==> config.mk <==
export PLATFORM = sky130hd
export DESIGN_NAME = tt_um_hoene_input_arbiter
export DESIGN_NICKNAME = d
export VERILOG_FILES = /design/src/rtl/tt_um_hoene_input_arbiter_pkg.sv /design/src/rtl/tt_um_hoene_activity_monitor.sv /design/src/rtl/tt_um_hoene_input_arbiter.sv
export SDC_FILE = /design/constraint.sdc
export NUM_CORES = 1
export LEC_CHECK = 0
export ABC_AREA = 1
export CORE_MARGIN = 10
export CORE_UTILIZATION = 56
export CTS_BUF_LIST = sky130_fd_sc_hd__clkbuf_2 sky130_fd_sc_hd__clkbuf_4 sky130_fd_sc_hd__clkbuf_8
export CTS_CLUSTER_SIZE = 16
export DETAILED_ROUTE_END_ITERATION = 6
export HOLD_SLACK_MARGIN = 0.15
export PLACE_DENSITY = 0.87
export SLEW_MARGIN = 10
export SYNTH_ARGS = -nofsm -noshare
export SYNTH_HDL_FRONTEND = slang
export SYNTH_SLANG_ARGS = --single-unit
==> constraint.sdc <==
create_clock -name clk -period 1.5 [get_ports clk]
set_clock_uncertainty 0.1 [all_clocks]
set_input_delay 0.225 -clock clk [delete_from_list [all_inputs] [get_ports clk]]
set_output_delay 0.225 -clock clk [all_outputs]
set_load 0.02 [all_outputs]
==> src/rtl/tt_um_hoene_input_arbiter_pkg.sv <==
// Shared constants for the LED input arbiter: counter-width defaults and the
// channel-index width derivation used by the top level and its bench.
package tt_um_hoene_input_arbiter_pkg;

  localparam int NUM_IN_DEF = 4;
  localparam int EDGE_W_DEF = 6;
  localparam int IDLE_W_DEF = 10;

  // Width of a channel index: at least one bit even for a single channel.
  function automatic int sel_width(input int n);
    return (n <= 1) ? 1 : $clog2(n);
  endfunction

endpackage

==> src/rtl/tt_um_hoene_activity_monitor.sv <==
// Per-channel activity monitor: counts rising edges up to a saturating
// threshold and forgets them after a long idle stretch.
module tt_um_hoene_activity_monitor
  import tt_um_hoene_input_arbiter_pkg::*;
#(
  parameter int EDGE_W = EDGE_W_DEF,
  parameter int IDLE_W = IDLE_W_DEF
) (
  input  logic clk,
  input  logic rst_n,
  input  logic in,
  output logic qualified
);

  logic              last_in;
  logic [EDGE_W-1:0] edge_cnt;
  logic [IDLE_W-1:0] idle_cnt;
  logic              rise;
  logic              edge_max;
  logic              idle_max;

  // Edge detect and saturation flags.
  always_comb begin
    rise      = in & ~last_in;
    edge_max  = (edge_cnt == '1);
    idle_max  = (idle_cnt == '1);
    qualified = edge_max;
  end

  // Edge/idle counters; a rising edge beats a simultaneous idle timeout.
  always_ff @(posedge clk) begin
    if (!rst_n) begin
      last_in  <= 1'b0;
      edge_cnt <= '0;
      idle_cnt <= '0;
    end else begin
      last_in <= in;
      if (rise) begin
        idle_cnt <= '0;
        if (!edge_max) edge_cnt <= edge_cnt + EDGE_W'(1);
      end else begin
        if (!idle_max) idle_cnt <= idle_cnt + IDLE_W'(1);
        else           edge_cnt <= '0;
      end
    end
  end

endmodule

==> src/rtl/tt_um_hoene_input_arbiter.sv <==
// Input arbiter: selects the lowest-index active LED data line (or a forced
// line in test mode) and forwards it registered, switching only while the
// currently selected line is low so no pulse is cut.
module tt_um_hoene_input_arbiter
  import tt_um_hoene_input_arbiter_pkg::*;
#(
  parameter  int NUM_IN = NUM_IN_DEF,
  parameter  int EDGE_W = EDGE_W_DEF,
  parameter  int IDLE_W = IDLE_W_DEF,
  localparam int SEL_W  = sel_width(NUM_IN)
) (
  input  logic              clk,
  input  logic              rst_n,
  input  logic [NUM_IN-1:0] in,
  input  logic              testmode,
  input  logic [SEL_W-1:0]  testsel,
  output logic              out,
  output logic [SEL_W-1:0]  sel,
  output logic [NUM_IN-1:0] qualified,
  output logic              sel_change
);

  localparam logic [SEL_W-1:0] LAST_CH = SEL_W'(NUM_IN - 1);

  logic [SEL_W-1:0] prio_sel;
  logic [SEL_W-1:0] cand;
  logic [SEL_W-1:0] sel_next;

  for (genvar g = 0; g < NUM_IN; g++) begin : g_mon
    tt_um_hoene_activity_monitor #(
      .EDGE_W (EDGE_W),
      .IDLE_W (IDLE_W)
    ) u_mon (
      .clk       (clk),
      .rst_n     (rst_n),
      .in        (in[g]),
      .qualified (qualified[g])
    );
  end

  // Priority encoder over qualified channels (lowest index wins), test-mode
  // override with clamp, and hold while the current line is high.
  // Scanning downward lets the lowest qualified index overwrite last.
  always_comb begin
    prio_sel = LAST_CH;
    for (int unsigned i = NUM_IN; i > 0; i--) begin
      if (qualified[i-1]) prio_sel = SEL_W'(i - 1);
    end
    cand = prio_sel;
    if (testmode) cand = (int'(testsel) >= NUM_IN) ? LAST_CH : testsel;
    sel_next = in[sel] ? sel : cand;
  end

  // Selection, forwarded data and change-pulse registers.
  always_ff @(posedge clk) begin
    if (!rst_n) begin
      sel        <= LAST_CH;
      out        <= 1'b0;
      sel_change <= 1'b0;
    end else begin
      sel        <= sel_next;
      out        <= in[sel_next];
      sel_change <= (sel_next != sel);
    end
  end

endmodule

==> results of run 1 <==
==> cells by family after synthesis <==
| family | share of synthesized area [%] |
|---|---|
| buffers and inverters | 9.20 |
| AND/OR/NAND/NOR | 28.7 |
| flip-flops | 41.1 |
| adder cells (fa/ha/maj) | 2.85 |
| XOR/XNOR | 3.75 |
| AO/OA/AOI/OAI | 14.4 |
==> Yosys cell counts, types with 3 or more instances <==
master / instances / area (um2)
inv_1: 74 / 278
dfxtp_1: 72 / 1440
nand2_1: 71 / 267
nor2_1: 53 / 199
a21oi_1: 43 / 215
nand3_1: 38 / 190
o21ai_0: 35 / 175
xor2_1: 11 / 96.3
nor3_1: 10 / 50.1
ha_1: 8 / 100
or2_2: 8 / 50.1
nand2_2: 7 / 43.8
nand4_1: 7 / 43.8
a31oi_1: 6 / 37.5
buf_4: 4 / 30.0
nand3_2: 4 / 40.0
xnor2_1: 4 / 35.0
a211oi_1: 3 / 22.5
nor2_2: 3 / 18.8
==> metrics by stage <==
step | setup slack, ns | TNS (ns)
after CTS | -0.233 | -4.90
after detailed placement | -0.360 | -15.88
after global placement | -0.298 | -12.95
after floorplan | -0.0732 | -0.334
==> timing repair <==
action,in CTS
pin swaps,62
buffers inserted,32
endpoints found under the setup margin,61
hold buffers,0
resized for setup,175
==> qor.yml, run 1 <==
synth.ff_latch_count: 72
post_dp_cell_area_um2: 4510
tool.error: "[ERROR DPL-0038] Utilization greater than 100%, impossible to legalize"
synth_nets: 498
synth_warnings: 0
root_buffer: "clkbuf_8"
ys_async_sr_fraction_pct: 0
synth_area_um2: 3510
run_status: "aborted with a tool error"
fp.dieW_um: 99.1
synth_enable_flop_cells: 0
worstEndpointGrtRepair: "g_mon[2].u_mon.edge_cnt[4]$_SDFFE_PN0P_/D"
htreeDepth: 3
die_height_um: 99.1
clock_path_buffers: 2
maximum_number_of_pins_on_one_net_before_global_route_repair: 14
design.portCount: 17
start_util_pct: 58.5
worst_endpoint_kind: "register data pin"
synth_flop_cell: "dfxtp_1"
detailed_place_hpwl_um: 6300
place.gp.congestion: 0.912
number_of_buffers_inserted_by_port_buffering: 16
numPlacedInstances: 661
cts.sinks: 72
synth_cells: 481
cts_buffers: 9
synth_cell_types: 33
flow.stopped_at: "global routing"
avgSynthCellArea_um2: 7.29
placement_rows: 28
synth-seq-area-share_pct: 41.1
==> inputs of run 2 (changes only) <==
CORE_UTILIZATION = 40   (was 56)
CTS_BUF_LIST = default   (was sky130_fd_sc_hd__clkbuf_2 sky130_fd_sc_hd__clkbuf_4 sky130_fd_sc_hd__clkbuf_8)
CTS_CLUSTER_SIZE = default   (was 16)
HOLD_SLACK_MARGIN = default   (was 0.15)
PLACE_DENSITY = default   (was 0.87)
PLACE_DENSITY_LB_ADDON = 0.15   (was default)
clock period = 2 ns   (was 1.5 ns; I/O delays follow)
==> run 2 against run 1 <==
  * The flow now finishes without violations
  * Synthesized cell count stayed put
  * Synthesized area stayed put
==> qor.yml, run 2 <==
run_status: "finished, final reports clean"
synth_cell_types: 33
yosys.area.top_type: "dfxtp_1"
cts.sinks: 72
detailed_place_hpwl_um: 5270
ctsHoldBuffers: 0
slew_headroom_pct: 73.1
synth.cells.most_frequent: "inv_1 (74), dfxtp_1 (72), nand2_1 (71)"
worstSkewPairLatency_ns: 0.34
number_of_global_route_vias_before_repair: 2833
final_antenna_net_count: 0
post_drt_wl_per_cell_um: 11.0
drt_first_iter_violations: 141
fill_cells: 876
areaGrowthSynthToFinish_pct: 18.2
r2r_setup_slack_ns: 0.20
mostFrequentLayoutCells: "inv_1 (74), nand2_1 (70), dfxtp_1 (68), nor2_1 (51), a21oi_1 (43)"
grt.total_usage_pct: 11.2
start_util_pct: 40.6
synth_area_um2: 3510
overflow: 0
ys_async_sr_fraction_pct: 0
fin_crit_sh_pct: 92.8
maximum_number_of_pins_on_one_net_before_global_route_repair: 14
wire_length_of_the_first_global_routing_pass_um: 12200
worst-slew-pin-transition_ns: 0.401
yosys.area.top_type_share_pct: 41.1
synth_enable_flop_cells: 0
synth-seq-area-share_pct: 41.1
utilization_after_layout_pct: 48.0
synth_cells: 481
synth_warnings: 0
drive_above_1_share_pct: 15.5
pre_cts_slack_ns: -0.0544
floorplan.die_area_um2: 12900
drt_wl_total_um: 6970
biggestRegsByFlops: "g_mon.u_mon.idle_cnt x40, g_mon.u_mon.edge_cnt x24, g_mon.u_mon.last_in x4"
max_cap_violations: 0
number_of_buffers_inserted_by_port_buffering: 16
worst_ep_required_time_ns: 1.60
grt_antenna_before_repair: 0
hold_viol_final: 0
maxSlewViolCount: 0
layout_min_cycle_time_ns: 1.86
num_vias: 3064
fp.dieW_um: 114
path_class: "flip-flop to output port"
power-per-cell-area_nw_per_um2: 726
route.detailed.drc: 0
cp-startpoint: "g_mon[0].u_mon.edge_cnt[0]$_SDFFE_PN0P_"
worstPathMaxFanout: 5
die_height_um: 114
synth.most_common_cell: "inv_1"
diodes: 0
cts_buffers: 9
crit-reg2reg-capture: "g_mon[3].u_mon.edge_cnt[2]$_SDFFE_PN0P_"
power_leakage_nw: 1.83
cp_data_arrival_time_ns: 1.46
vdd.ir_drop.worst_uv: 375
core_area_um2: 8640
root_buffer: "clkbuf_8"
report.final.setup_viol: 0
nNetsFinal: 540
synthTopCellsByArea: "dfxtp_1 (41%), inv_1 (7.9%), nand2_1 (7.6%), a21oi_1 (6.1%), nor2_1 (5.7%)"
synth.ff_latch_count: 72
worst_setup_hold_path_clk_slew_ns: 0.07
synth_flop_cell: "dfxtp_1"
layout.cells.most_common: "inv_1"
crit-reg2reg-launch: "g_mon[3].u_mon.idle_cnt[0]$_SDFFE_PP0N_"
htreeDepth: 3
design.portCount: 17
timing.setup.tns_ns: 0
avgViaCountPerCell: 4.82
synth_nets: 498
timing.critical_path.from_type: "flip-flop"
reg2regPathDepth: 10
placement_rows: 34
max_flop_register: "g_mon.u_mon.idle_cnt"
cts_tree: "done"
fmax_mhz: 539
clock_path_buffers: 2
hp-class: "flip-flop to flip-flop"
largest_register_ff_count: 40
crit_end: "qualified[0]"
setup_ws_ns: 0.143
place.gp.congestion: 0.817
avgSynthCellArea_um2: 7.29
crit_path_end_kind: "output port"
detailedRoute.firstPassIterationCount: 4
run 2: layout make-up:
type	count	area [um2]	area share, %
Clock buffer	13	159	3.83
Inverter	76	285	6.88
Tap cell	108	135	3.26
Multi-Input combinational cell	327	1770	42.8
Clock inverter	3	40.0	0.966
Sequential cell	72	1450	34.9
Timing Repair Buffer	37	307	7.40
run 2: report_power, final:
| part | internal, W | leakage, nW | switching [W] |
|---|---|---|---|
| Sequential | 0.00148 | 0.586 | 0.0000421 |
| Clock | 0.000642 | 0.103 | 0.000515 |
| Combinational | 0.000144 | 1.14 | 0.000183 |
| Total | 0.00227 | 1.83 | 0.000740 |
run 2: worst max-delay path: stages, from the launching register on:
cell and delay [ns]:
dfxtp_2 0.36, ha_1 0.18, nand3_1 0.14, nor2_2 0.15, clkdlybuf4s15_2 0.28
run 2: per-stage QoR:
step	area [um2]	total power, W	cells	hold WS, ns
after CTS	4090	0.00306	633	0.381
after detailed placement	3900	0.00188	617	0.368
after global routing	4150	0.00317	636	0.378
after floorplan	3510	0.00175	481	0.293
after global placement	3900	0.00188	617	0.358
final	4150	0.00301	636	0.349
run 2: worst min-delay path by stage:
stage / startpoint / to / slack (ns) / depth (start not counted)
final: g_mon[3].u_mon.edge_cnt[0]$_SDFFE_PN0P_ / g_mon[3].u_mon.edge_cnt[0]$_SDFFE_PN0P_ / 0.35 / 1
after global placement: g_mon[2].u_mon.idle_cnt[3]$_SDFFE_PP0N_ / g_mon[2].u_mon.idle_cnt[3]$_SDFFE_PP0N_ / 0.36 / 2
after floorplan: in[0] / g_mon[0].u_mon.last_in$_SDFF_PN0_ / 0.29 / 2
after CTS: g_mon[3].u_mon.idle_cnt[4]$_SDFFE_PP0N_ / g_mon[3].u_mon.idle_cnt[4]$_SDFFE_PP0N_ / 0.38 / 2
after global routing: g_mon[3].u_mon.edge_cnt[0]$_SDFFE_PN0P_ / g_mon[3].u_mon.edge_cnt[0]$_SDFFE_PN0P_ / 0.38 / 1
after detailed placement: g_mon[3].u_mon.idle_cnt[4]$_SDFFE_PP0N_ / g_mon[3].u_mon.idle_cnt[4]$_SDFFE_PP0N_ / 0.37 / 2
run 2: repair_timing:
action,4_1_cts,5_1_grt
pin swaps,0,4
setup endpoints to repair,4,11
buffers inserted,0,3
resized for setup,10,17
run 2: routing by layer:
metal,vias to the layer above,share of wire [%],track usage [%]
met1,1379,50,13.2
met3,13,2.7,3.25
met5,-,0,0
li1,1654,-,-
met4,0,1.5,4.31
met2,18,46,18.9
run 2: cell families after synthesis:
family,share of synthesized area (%)
flops,41.1
compound gates,14.4
xor+xnor,3.75
fa+ha+maj,2.85
buf+inv,9.20
simple gates,28.7
No activity file was read; power rests on OpenSTA's default activity.
==> inputs of run 3 (changes only) <==
GPL_TIMING_DRIVEN = 0   (was default)
==> run 3 against run 2 <==
  * Routed wire length is 1.1% higher
  * Flip-flop and latch count stayed put
  * Critical path depth is 1 higher
  * Cell area hardly changed
  * Cell count is 1.4% lower
  * Count of clock-buffer cells in the layout is 2 lower
  * Highest routed layer unchanged
  * Global-route usage stayed put
  * Maximum frequency is 3.0% lower
  * Sequential share of layout area is 0.25 points higher
  * Critical path type unchanged
==> qor.yml, run 3 (same netlist as run 2, synthesis figures left out) <==
root_buffer: "clkbuf_8"
fmax_mhz: 522
detailedRoute.firstPassIterationCount: 4
power_leakage_nw: 1.77
place.gp.congestion: 0.824
highest-signal-layer: "met4"
core_area_um2: 8640
run_status: "finished, final reports clean"
worst-slew-pin-transition_ns: 0.505
ctsHoldBuffers: 0
grt.total_usage_pct: 11.2
drive_above_1_share_pct: 17.3
length_of_routed_wiring_on_met1_um: 3400
layout_min_cycle_time_ns: 1.91
fill_cells: 882
drt_wl_total_um: 7040
htreeDepth: 3
crit_path_end_kind: "output port"
final_area_um2: 4140
final_antenna_net_count: 0
maxSlewViolCount: 0
crit-reg2reg-launch: "g_mon[2].u_mon.idle_cnt[0]$_SDFFE_PP0N_"
cts_tree: "done"
worst_hold_startpoint: "g_mon[1].u_mon.edge_cnt[0]$_SDFFE_PN0P_"
areaGrowthSynthToFinish_pct: 18.2
crit-reg2reg-capture: "g_mon[2].u_mon.idle_cnt[2]$_SDFFE_PP0N_"
path_class: "flip-flop to output port"
maximum_number_of_pins_on_one_net_before_global_route_repair: 13
power-per-cell-area_nw_per_um2: 740
vdd.ir_drop.worst_uv: 288
detailed_place_hpwl_um: 5270
met2WireLength_um: 3280
hold_depth: 1
post_drt_wl_per_cell_um: 11.2
number_of_global_route_vias_before_repair: 2820
floorplan.die_area_um2: 12900
routed-wl-met3_um: 217
cts_buffers: 9
cp_data_arrival_time_ns: 1.51
max_flop_register: "g_mon.u_mon.idle_cnt"
timing.hold.ws_ns: 0.356
clock_path_buffers: 2
largest_register_ff_count: 40
layout.cells.most_common: "inv_1"
pre_cts_slack_ns: -0.271
num_vias: 3048
avgViaCountPerCell: 4.86
min_to: "g_mon[1].u_mon.edge_cnt[0]$_SDFFE_PN0P_"
slew_headroom_pct: 66.3
overflow: 0
nNetsFinal: 531
post_dp_cell_area_um2: 3800
design.portCount: 17
setup_ws_ns: 0.0860
grt_antenna_before_repair: 0
timing.setup.tns_ns: 0
worst_setup_hold_path_clk_slew_ns: 0.08
worstPathMaxFanout: 5
worstSkewPairLatency_ns: 0.34
biggestRegsByFlops: "g_mon.u_mon.idle_cnt x40, g_mon.u_mon.edge_cnt x24, g_mon.u_mon.last_in x4"
power.total_w: 0.00307
report.final.setup_viol: 0
diodes: 0
cp-startpoint: "g_mon[0].u_mon.edge_cnt[0]$_SDFFE_PN0P_"
route.detailed.drc: 0
hp-class: "flip-flop to flip-flop"
max_cap_violations: 0
wire_length_of_the_first_global_routing_pass_um: 12200
fp.dieW_um: 114
reg2regPathDepth: 10
r2r_setup_slack_ns: 0.17
mostFrequentLayoutCells: "inv_1 (73), nand2_1 (70), dfxtp_1 (62), nor2_1 (43), a21oi_1 (43)"
die_height_um: 114
worst_ep_required_time_ns: 1.60
drt_first_iter_violations: 111
hold_viol_final: 0
cts.sinks: 72
timing.critical_path.from_type: "flip-flop"
start_util_pct: 40.6
fin_crit_sh_pct: 95.7
placement_rows: 34
number_of_buffers_inserted_by_port_buffering: 16
-- run 3: how the worst max path moves through the flow --
stage	depth (start not counted)	slack, ns	end
6_report	5	0.09	qualified[0]
2_1_floorplan	10	0.36	g_mon[2].u_mon.idle_cnt[2]$_SDFFE_PP0N_
3_5_place_dp	5	-0.27	g_mon[3].u_mon.idle_cnt[9]$_SDFFE_PP0N_
5_1_grt	11	-0.02	sel_change$_SDFF_PN0_
4_1_cts	5	0.0008	qualified[0]
3_3_place_gp	5	-0.27	g_mon[3].u_mon.idle_cnt[9]$_SDFFE_PP0N_
-- run 3: report_power, final --
part | switching, W | leakage, nW | total, W | internal, W
Clock | 0.000526 | 0.104 | 0.00123 | 0.000703
Combinational | 0.000188 | 1.08 | 0.000313 | 0.000125
Sequential | 0.0000419 | 0.589 | 0.00152 | 0.00148
Total | 0.000756 | 1.77 | 0.00307 | 0.00231
-- run 3: repair_timing --
item	4_1_cts	5_1_grt
pin swaps	2	4
endpoints found under the setup margin	4	22
gates resized for setup	21	27
setup buffers	2	4
-- run 3: area by class of cell --
| class | instances | area (um2) | area share (%) |
|---|---|---|---|
| tap | 108 | 135 | 3.26 |
| clock buffer | 11 | 131 | 3.17 |
| timing repair buffer | 22 | 203 | 4.89 |
| sequential | 72 | 1460 | 35.1 |
| multi-input combinational | 327 | 1810 | 43.7 |
| clock inverter | 5 | 81.3 | 1.96 |
| buffer | 6 | 37.5 | 0.906 |
| inverter | 76 | 289 | 6.97 |
-- run 3: worst max-delay path, cell delays in order (launching register included) --
cell and delay (ns):
dfxtp_2 0.36, ha_2 0.21, nand3_2 0.10, nor2_2 0.15, buf_4 0.11, clkdlybuf4s15_2 0.24
-- run 3: metal layers --
metal	vias to the layer above	global-route usage, %
met4	0	5.50
met3	12	2.52
met2	31	18.1
li1	1634	-
met5	-	0
met1	1371	13.9
-- run 3: per-stage QoR --
step,instances,utilization (%)
CTS,623,46.9
finish,627,48.0
detailed placement,605,44.0
floorplan,481,-
global placement,605,44.0
global route,627,48.0
==> inputs of run 4 (changes only) <==
SYNTH_HIERARCHICAL = 1   (was default)
==> run 4 against run 3 <==
  * Combinational power shrank 12%
  * First-iteration DRC count grew 32%
  * Core utilization shrank 2.0 points
  * Maximum frequency grew 1.4%
  * Hold slack gained 0.0019 ns
  * Power shrank 7.5%
  * Routed wire length grew 10%
==> qor.yml, run 4 <==
critPathBufInv: 1
critical_path_cell_by_cell: "clkdlybuf4s50_1"
vdd.ir_drop.worst_uv: 379
nNetsFinal: 606
fin_crit_sh_pct: 94.4
cpMaxStageDelayCell: "clkdlybuf4s50_1"
number_of_global_route_vias_before_repair: 3257
slew_headroom_pct: 54.6
number_of_buffers_inserted_by_port_buffering: 16
power_leakage_nw: 1.95
maximum_number_of_pins_on_one_net_before_global_route_repair: 16
ctsHoldBuffers: 0
synthSimpleGateAreaFrac_pct: 40.3
avgViaCountPerCell: 4.75
report.final.setup_viol: 0
largest_family_of_logic_cells_by_synthesized_area: "simple AND/OR/NAND/NOR gates"
worst-slew-pin-transition_ns: 0.680
detailed_place_hpwl_um: 5720
layout_min_cycle_time_ns: 1.89
start_util_pct: 40.6
ys_async_sr_fraction_pct: 0
cts_tree: "done"
min_to: "g_mon[2].u_mon/edge_cnt[0]$_SDFFE_PN0P_"
largest_register_ff_count: 40
critical_path.max_stage_delay_ns: 0.67
cts_buffers: 9
cts.repair_timing.setup_buffer_count: 0
maxSlewViolCount: 0
synth-seq-area-share_pct: 36.9
max_flop_register: "g_mon.u_mon/idle_cnt"
fmax_mhz: 530
r2r_setup_slack_ns: 0.23
num_vias: 3444
post_drt_wl_per_cell_um: 10.7
fp.dieW_um: 119
overflow: 0
synth.cells.most_frequent: "nand2_1 (140), inv_1 (85), nand3_1 (81)"
max_cap_violations: 0
final_area_um2: 4430
synth_area_um2: 3910
worstPathMaxFanout: 7
htreeDepth: 3
reg2regPathDepth: 12
power.switching_fraction_pct: 25.3
place.gp.congestion: 0.834
synth_compound_gate_area_share_pct: 9.44
grt_setup_unrepaired: "no"
grt.total_usage_pct: 11.4
drt_wl_total_um: 7740
critical-path-top-delay-family: "buffers and inverters"
yosys.area.top_type_share_pct: 36.9
proportion_of_synthesized_area_in_mux_cells_pct: 0
root_buffer: "clkbuf_8"
synth_xor_xnor_area_share_pct: 1.79
floorplan.die_area_um2: 14100
synthAdderAreaFrac_pct: 2.56
synth_flop_cell: "dfxtp_1"
cts.sinks: 72
mostFrequentLayoutCells: "nand2_1 (140), inv_1 (85), nand3_1 (81), dfxtp_1 (69), a21oi_1 (40)"
synth_cell_types: 25
synth_enable_flop_cells: 0
clock_path_buffers: 2
timing.critical_path.from_type: "flip-flop"
areaGrowthSynthToFinish_pct: 13.4
crit-reg2reg-capture: "sel_change$_SDFF_PN0_"
hold_viol_final: 0
utilization_after_layout_pct: 46.0
path_class: "flip-flop to output port"
post_dp_cell_area_um2: 4240
clkPwrFrac_pct: 37.1
share_comb_of_total_power_pct: 9.7
route.detailed.drc: 0
cp_data_arrival_time_ns: 1.49
placement_rows: 36
detailedRoute.firstPassIterationCount: 6
drt_first_iter_violations: 146
design.portCount: 17
drive_above_1_share_pct: 14.9
timing.hold.ws_ns: 0.358
layout.cells.most_common: "nand2_1"
worst_setup_hold_path_clk_slew_ns: 0.07
total_net_switching_power_w: 0.000717
core_area_um2: 9640
worst_hold_startpoint: "g_mon[2].u_mon/edge_cnt[0]$_SDFFE_PN0P_"
timing.setup.tns_ns: 0
internal-power_w: 0.00212
run_status: "finished, final reports clean"
synth_warnings: 6
synth.ff_latch_count: 72
synth_nets: 579
worstSkewPairLatency_ns: 0.35
synth_cells: 562
worst_ep_required_time_ns: 1.60
final_antenna_net_count: 0
die_height_um: 119
hp-class: "flip-flop to flip-flop"
yosys.area.top_type: "dfxtp_1"
wire_length_of_the_first_global_routing_pass_um: 13800
crit_path_end_kind: "output port"
synthTopCellsByArea: "dfxtp_1 (37%), nand2_1 (13%), nand3_1 (10%), inv_1 (8.2%), a21oi_1 (5.1%)"
synth.most_common_cell: "nand2_1"
relative_contribution_of_sequential_cells_to_total_power_pct: 53.2
diodes: 0
biggestRegsByFlops: "g_mon.u_mon/idle_cnt x40, g_mon.u_mon/edge_cnt x24, g_mon.u_mon/last_in x4"
power-per-cell-area_nw_per_um2: 640
avgSynthCellArea_um2: 6.96
hold_depth: 1
crit-reg2reg-launch: "g_mon[1].u_mon/edge_cnt[1]$_SDFFE_PN0P_"
grt_antenna_before_repair: 0
## run 4: cell count changes in the layout (fill, tap and decap cells not counted), sizes merged, moves of 4 or more
cell,previous run,this run
nor2,58,43
xnor2,4,8
nor3,14,8
nand3,42,88
or2,8,12
o21ai,35,18
buf,11,3
nand3b,0,4
inv,75,94
nand2,80,158
xor2,11,0
## run 4: cells by family after synthesis
family,after synthesis
AOI/OAI and AO/OA,63
xor gates and xnor gates,8
adders and majority gates,8
buffers and inverters,94
and+or+nand+nor,317
DFF,72
## run 4: layer usage
layer | vias up | GRT usage (%) | part of all wire [%]
met3 | 11 | 3.35 | 3.8
li1 | 1854 | - | -
met1 | 1531 | 13.6 | 49
met2 | 48 | 18.7 | 45
met5 | - | 0 | 0
met4 | 0 | 5.19 | 1.5
## run 4: power by group through the flow
| stage | clock network, W | logic [W] | registers (W) |
|---|---|---|---|
| floorplan | 0 | 0.000178 | 0.00155 |
| global route | 0.00116 | 0.000311 | 0.00152 |
| finish | 0.00105 | 0.000275 | 0.00151 |
| global placement | 0 | 0.000273 | 0.00154 |
| detailed placement | 0 | 0.000276 | 0.00154 |
| CTS | 0.00111 | 0.000278 | 0.00151 |
## run 4: cell type report
cell class | instances | area (um2)
Clock buffer | 14 | 173
Fill cell | 1044 | 5200
Inverter | 94 | 353
Multi-Input combinational cell | 396 | 2150
Sequential cell | 72 | 1450
Tap cell | 133 | 166
Timing Repair Buffer | 16 | 143
## run 4: how the worst max path moves through the flow
stage	startpoint	endpoint	cells after the start
6_report	sel[0]$_SDFF_PN1_	sel[0]	1
5_1_grt	g_mon[1].u_mon/edge_cnt[1]$_SDFFE_PN0P_	sel_change$_SDFF_PN0_	12
4_1_cts	g_mon[1].u_mon/edge_cnt[0]$_SDFFE_PN0P_	qualified[1]	4
3_5_place_dp	rst_n	g_mon[3].u_mon/idle_cnt[3]$_SDFFE_PP0P_	5
3_3_place_gp	rst_n	g_mon[0].u_mon/idle_cnt[3]$_SDFFE_PP0P_	5
2_1_floorplan	g_mon[1].u_mon/edge_cnt[0]$_SDFFE_PN0P_	sel_change$_SDFF_PN0_	12
## run 4: per-stage QoR
step	worst slack, ns	cells	total power, W
CTS	0.0179	725	0.00289
floorplan	0.143	562	0.00173
detailed placement	-0.361	711	0.00182
global route	0.00847	725	0.00299
finish	0.112	725	0.00284
global placement	-0.337	711	0.00181
## run 4: repair_timing
action,CTS,global route
gates resized for setup,14,15
pin swaps,0,2
endpoints found under the hold margin,0,0
setup endpoints to repair,4,21
